### config.mk
export PLATFORM = sky130hd
export DESIGN_NAME = bus_watchdog_arb
export DESIGN_NICKNAME = d
export VERILOG_FILES = /design/src/rtl/bus_watchdog_arb.sv
export SDC_FILE = /design/constraint.sdc
export NUM_CORES = 1
export LEC_CHECK = 0
export CORE_AREA = 2 2 39 41
export CTS_BUF_LIST = sky130_fd_sc_hd__clkbuf_4 sky130_fd_sc_hd__clkbuf_8
export DETAILED_ROUTE_END_ITERATION = 10
export DIE_AREA = 0 0 41 43
export PLACE_DENSITY = 0.68
export SKIP_CTS_REPAIR_TIMING = 1
export SLEW_MARGIN = 0
export SYNTH_ARGS = -nofsm -noshare
export SYNTH_HDL_FRONTEND = slang
export SYNTH_SLANG_ARGS = --single-unit
### constraint.sdc
create_clock -name CLK -period 1.65 [get_ports CLK]
set_input_delay 0.2475 -clock CLK [delete_from_list [all_inputs] [get_ports CLK]]
set_output_delay 0.2475 -clock CLK [all_outputs]
set_load 0.02 [all_outputs]
### src/rtl/bus_watchdog_arb.sv
// Four-master round-robin bus arbiter with a per-grant watchdog that aborts a silent slave.
// Define ARB_WDT_EN to build the watchdog (counter, ABORT/DRAIN states, ERR_O/TMO_FLAG/TMO_MAS).
module bus_watchdog_arb #(
  parameter int TMO_CYC = 16,
  parameter int CNT_W   = 5
) (
  input  logic       CLK,
  input  logic       RST,
  input  logic       CYC0,
  input  logic       CYC1,
  input  logic       CYC2,
  input  logic       CYC3,
  input  logic       ACK_I,
  input  logic       ERR_I,
  input  logic       CLR_TMO,
  output logic       GNT0,
  output logic       GNT1,
  output logic       GNT2,
  output logic       GNT3,
  output logic [1:0] GNT,
  output logic       COMCYC,
  output logic       ERR_O,
  output logic       TMO_FLAG,
  output logic [1:0] TMO_MAS,
  output logic [2:0] dbg_state_o
);

  typedef enum logic [2:0] {
    IDLE    = 3'd0,
    BUSY    = 3'd1,
    ABORT   = 3'd2,
    DRAIN   = 3'd3,
    RELEASE = 3'd4
  } state_e;

  state_e     state_q, state_d;
  logic [1:0] gnt_q, gnt_d;
  logic [1:0] lmas_q, lmas_d;
  logic [3:0] cyc;
  logic [1:0] win_idx;
  logic [1:0] cand;
  logic       found;
  logic       gnt_cyc;
  logic       granted;
  logic       timeout;

  assign cyc     = {CYC3, CYC2, CYC1, CYC0};
  assign gnt_cyc = cyc[gnt_q];

  // Round-robin: search starts just after the last master that released the bus.
  always_comb begin
    win_idx = lmas_q + 2'd1;
    found   = 1'b0;
    cand    = 2'd0;
    for (int k = 1; k <= 4; k++) begin
      cand = lmas_q + 2'(k);
      if (!found && cyc[cand]) begin
        win_idx = cand;
        found   = 1'b1;
      end
    end
  end

  always_comb begin
    state_d = state_q;
    gnt_d   = gnt_q;
    lmas_d  = lmas_q;
    case (state_q)
      IDLE: begin
        if (|cyc) begin
          state_d = BUSY;
          gnt_d   = win_idx;
        end
      end
      BUSY: begin
        if (!gnt_cyc) begin
          state_d = RELEASE;
          lmas_d  = gnt_q;
        end else if (timeout) begin
          state_d = ABORT;
        end
      end
`ifdef ARB_WDT_EN
      ABORT: begin
        if (!gnt_cyc) begin
          state_d = RELEASE;
          lmas_d  = gnt_q;
        end else begin
          state_d = DRAIN;
        end
      end
      DRAIN: begin
        if (!gnt_cyc) begin
          state_d = RELEASE;
          lmas_d  = gnt_q;
        end
      end
`endif
      RELEASE: state_d = IDLE;
      default: state_d = IDLE;
    endcase
  end

  always_ff @(posedge CLK or negedge RST) begin
    if (!RST) begin
      state_q <= IDLE;
      gnt_q   <= 2'd0;
      lmas_q  <= 2'd0;
    end else begin
      state_q <= state_d;
      gnt_q   <= gnt_d;
      lmas_q  <= lmas_d;
    end
  end

  assign granted     = (state_q == BUSY) || (state_q == ABORT) || (state_q == DRAIN);
  assign GNT0        = granted && (gnt_q == 2'd0);
  assign GNT1        = granted && (gnt_q == 2'd1);
  assign GNT2        = granted && (gnt_q == 2'd2);
  assign GNT3        = granted && (gnt_q == 2'd3);
  assign GNT         = granted ? gnt_q : 2'd0;
  assign COMCYC      = (state_q == BUSY) && gnt_cyc;
  assign dbg_state_o = state_q;

`ifdef ARB_WDT_EN
  localparam logic [CNT_W-1:0] TMO_LAST = CNT_W'(TMO_CYC - 1);
  localparam logic [CNT_W-1:0] CNT_MAX  = '1;

  logic [CNT_W-1:0] cnt_q, cnt_d;
  logic             tmo_flag_q, tmo_flag_d;
  logic [1:0]       tmo_mas_q, tmo_mas_d;

  assign timeout = !ACK_I && !ERR_I && (cnt_q == TMO_LAST);

  // Counter only moves while BUSY; any slave termination restarts the silence window.
  always_comb begin
    cnt_d = cnt_q;
    if (state_q == IDLE && state_d == BUSY) begin
      cnt_d = '0;
    end else if (state_q == BUSY) begin
      if (ACK_I || ERR_I) cnt_d = '0;
      else if (cnt_q != CNT_MAX) cnt_d = cnt_q + 1'b1;
    end
  end

  // An abort in the same cycle as CLR_TMO keeps the flag set.
  always_comb begin
    tmo_flag_d = tmo_flag_q;
    tmo_mas_d  = tmo_mas_q;
    if (state_q == ABORT) begin
      tmo_flag_d = 1'b1;
      tmo_mas_d  = gnt_q;
    end else if (CLR_TMO) begin
      tmo_flag_d = 1'b0;
    end
  end

  always_ff @(posedge CLK or negedge RST) begin
    if (!RST) begin
      cnt_q      <= '0;
      tmo_flag_q <= 1'b0;
      tmo_mas_q  <= 2'd0;
    end else begin
      cnt_q      <= cnt_d;
      tmo_flag_q <= tmo_flag_d;
      tmo_mas_q  <= tmo_mas_d;
    end
  end

  assign ERR_O    = (state_q == ABORT);
  assign TMO_FLAG = tmo_flag_q;
  assign TMO_MAS  = tmo_mas_q;
`else
  logic unused_wdt_inputs;
  assign unused_wdt_inputs = ^{ACK_I, ERR_I, CLR_TMO};
  assign timeout  = 1'b0;
  assign ERR_O    = 1'b0;
  assign TMO_FLAG = 1'b0;
  assign TMO_MAS  = 2'd0;
`endif

endmodule
==> key figures, run 1 <==
Timing
  • Worst clock skew: 0.00149 ns
  • RSZ-0062 raised after global routing: no
  • Final setup viols: 0
  • Period Utilization, post-route: 0.949
  • Count of final hold-check violations: 0
  • FMAX: 639 MHz
  • Final setup TNS: 0 ns
  • Min Tclk post-route: 1.57 ns
  • Pins Over Slew Limit: 0

Power
  • Lkg Pwr: 0.434 nW
  • P per Cell Area: 1910 mW/mm^2
  • Reg power frac: 0.227
  • VDD IR-drop max: 0.688 mV
  • Clock power share: 0.100
  • Cell Int Power: 832 uW
  • Tot Pwr: 1.40 mW
  • Gate power share: 0.673
  • P_sw: 564 uW
  • Switch share: 0.404

Final layout
  • Nets: 90
  • Area delta synth->final: 55.1%
  • Layout cells sized above 1: 0.316
  • Diodes inserted: 0

Job
  • Max_cap viols: 0

Floorplan
  • Die Span X: 41 um
  • Row count: 14
  • Core region area: 0.00138 sq mm
  • Die height: 43 um
  • Initial Util: 0.340
  • I/O pins: 23
  • Die area: 0.00176 sq mm

Critical path
  • Crit path capture: COMCYC
  • Crit path max fanout: 3
  • Critical R2R Capture: lmas_q[0]
  • Setup CP Type: flip-flop to output pin
  • Startpoint types: flip-flop
  • FF-to-FF path depth: 5
  • Crit path DAT: 1.32 ns
  • Flop2flop setup slack: 0.20 ns
  • CP endpoint kind: output pin
  • Worst reg2reg startpoint: gnt_q[0]
  • Critical Path RT: 1.40 ns
  • CP Launch Point: gnt_q[0]

GRT
  • First-pass GRT wire length: 1.73 mm
  • Number of global-route vias before repair: 422
  • Tot GR Track Use: 0.149
  • GRT Residual Overflow: 0
  • Initial antenna violation count: 0
  • Largest net degree at the start of global routing: 9

Synthesis
  • Mapped cell area: 470 sq um
  • Post-Synth Simple-Gate Area: 0.229
  • Largest family of logic cells by synthesized area: simple AND/OR/NAND/NOR gates
  • Mapped Cells: 53
  • Synth unique cells: 26
  • Synth Area in XOR/XNOR: 0.0186
  • Yosys Warn Count: 0
  • Synth Area in Compound Gates: 0.160
  • Mean Syn Cell Area: 8.88 sq um
  • Mux share of post-synthesis cell area: 0.128
  • Post-synthesis sequential area ratio: 0.319
  • Post-Synth Adder-Cell Area: 0
  • Synth Register Bits: 6

Clocking
  • Clock-pin slew on the worst setup and hold paths: 0.05 ns
  • Clock sink total: 6
  • Number of CTS-inserted buffers: 3
  • Clk Latency, worst-skew pair: 0.25 ns
  • CTS H-tree lvls: 1
  • Max Buffers Root-to-Sink: 2
  • Clock tree root buffer cell: clkbuf_4
  • CTS tree: yes

Routing
  • Pre-antenna DRT Iters: 4
  • Detail Route Antenna Nets: 0
  • Routed wire per std cell: 12.6 um
  • Routed vias/inst: 4.80
  • DRC viols: 0
  • Initial DRC count: 15
  • WL final: 1.20 mm
  • Via Count: 456

Place
  • I/O Buffers: 14
  • GPL Wtd Cong: 0.786
  • Hpwl dp: 873 um

Run status
  • Status: finished, final reports clean

Worst hold path
  • HP Class: primary input to asynchronous set/reset pin
## cell usage after synthesis (all sizes together)
library cell	instances	area (sq um)
inv	3	11.3
mux2i	3	30.0
a211o	1	8.76
nor2b	3	18.8
nor3	1	5.00
mux2	2	30.0
nor2	4	17.5
a21oi	2	10.0
clkbuf	1	5.00
a222oi	1	10.0
and2	3	18.8
xor2	1	8.76
nand3b	1	7.51
dfrtp	6	150
o21ai	3	15.0
nor3b	1	7.51
and3	1	6.26
buf	6	48.8
o221a	1	11.3
o211ai	1	7.51
o22ai	2	12.5
nand2	2	7.51
conb	1	3.75
nand2b	3	18.8
## metrics by stage
stage | utilization | hold WS [ns] | worst slack (ns) | cell area (sq um) | std cells
after floorplan | - | -0.0481 | 0.0160 | 485 | 57
after global placement | 0.493 | 0.499 | -0.448 | 682 | 92
after detailed placement | 0.493 | 0.507 | -0.488 | 682 | 92
after CTS | 0.509 | 0.247 | -0.488 | 704 | 95
after global routing | 0.527 | 0.261 | 0.0136 | 729 | 95
final | 0.527 | 0.245 | 0.0843 | 729 | 95
## worst min-delay path by stage
stage                     startpoint        endpoint  slack (ns)
after detailed placement         RST  dbg_state_o[0]        0.51
after floorplan                  RST  dbg_state_o[0]       -0.05
after global routing             RST  dbg_state_o[2]        0.26
after global placement           RST  dbg_state_o[0]        0.50
final                            RST  dbg_state_o[0]        0.25
after CTS                        RST  dbg_state_o[2]        0.25
## power by group through the flow
stage	clock network (mW)	logic, mW	registers [mW]
after CTS	0.142	0.937	0.309
after floorplan	0	0.524	0.303
after detailed placement	0	0.925	0.310
after global placement	0	0.917	0.309
final	0.140	0.939	0.317
after global routing	0.153	1.01	0.324
## final cells by class
cell class / count / area, sq um
multi-input cells: 41 / 280
clock buffers: 3 / 22.5
inverters: 3 / 11.3
well taps: 16 / 20.0
flip-flops and latches: 6 / 151
repair buffers: 26 / 244
fillers: 141 / 654
## registers in the layout (all words and copies together), names as in the netlist
register and count:
gnt_q 2, dbg_state_o 2, lmas_q 2
## worst max-delay path, stage by stage, from the launching register on
cell and delay, ns:
dfrtp_2 0.43, mux2i_2 0.16, mux2i_1 0.19, and2_4 0.18, buf_6 0.11
## placed cells by master, fill, tap and decap left out, types with 2 or more instances in the layout
cell,count
a21oi_1,2
and2_1,2
buf_4,12
clkbuf_4,3
clkdlybuf4s50_1,5
conb_1,5
dfrtp_1,5
dlymetal6s2s_1,7
inv_1,3
mux2_4,2
mux2i_2,2
nand2_1,2
nand2b_1,3
nor2_1,3
nor2b_1,3
o21ai_0,3
o22ai_1,2
## cells by family (layout without fill, tap and decap cells)
family,after synthesis,count (layout)
AO/OA/AOI/OAI,11,11
XOR/XNOR,1,1
buffers and inverters,10,32
flip-flops,6,6
multiplexers,5,5
other,1,5
AND/OR/NAND/NOR,19,19
## layer usage
layer,wire [um],up-vias,global-route usage
li1,-,226,-
met1,502,206,0.179
met2,626,24,0.225
met3,68,0,0.0157
met4,0,0,0.120
met5,0,-,0
No activity file was read; power rests on OpenSTA's default activity.
==> inputs of run 2 (changes only) <==
--- a/config.mk
+++ b/config.mk
@@ -7,6 +7,7 @@
 export LEC_CHECK = 0
 export CORE_AREA = 2 2 39 41
 export CTS_BUF_LIST = sky130_fd_sc_hd__clkbuf_4 sky130_fd_sc_hd__clkbuf_8
+export CTS_CLUSTER_SIZE = 40
 export DETAILED_ROUTE_END_ITERATION = 10
 export DIE_AREA = 0 0 41 43
 export PLACE_DENSITY = 0.68
==> results of run 2 <==
No change in the layout: final DEF, timing and power equal those of run 1.
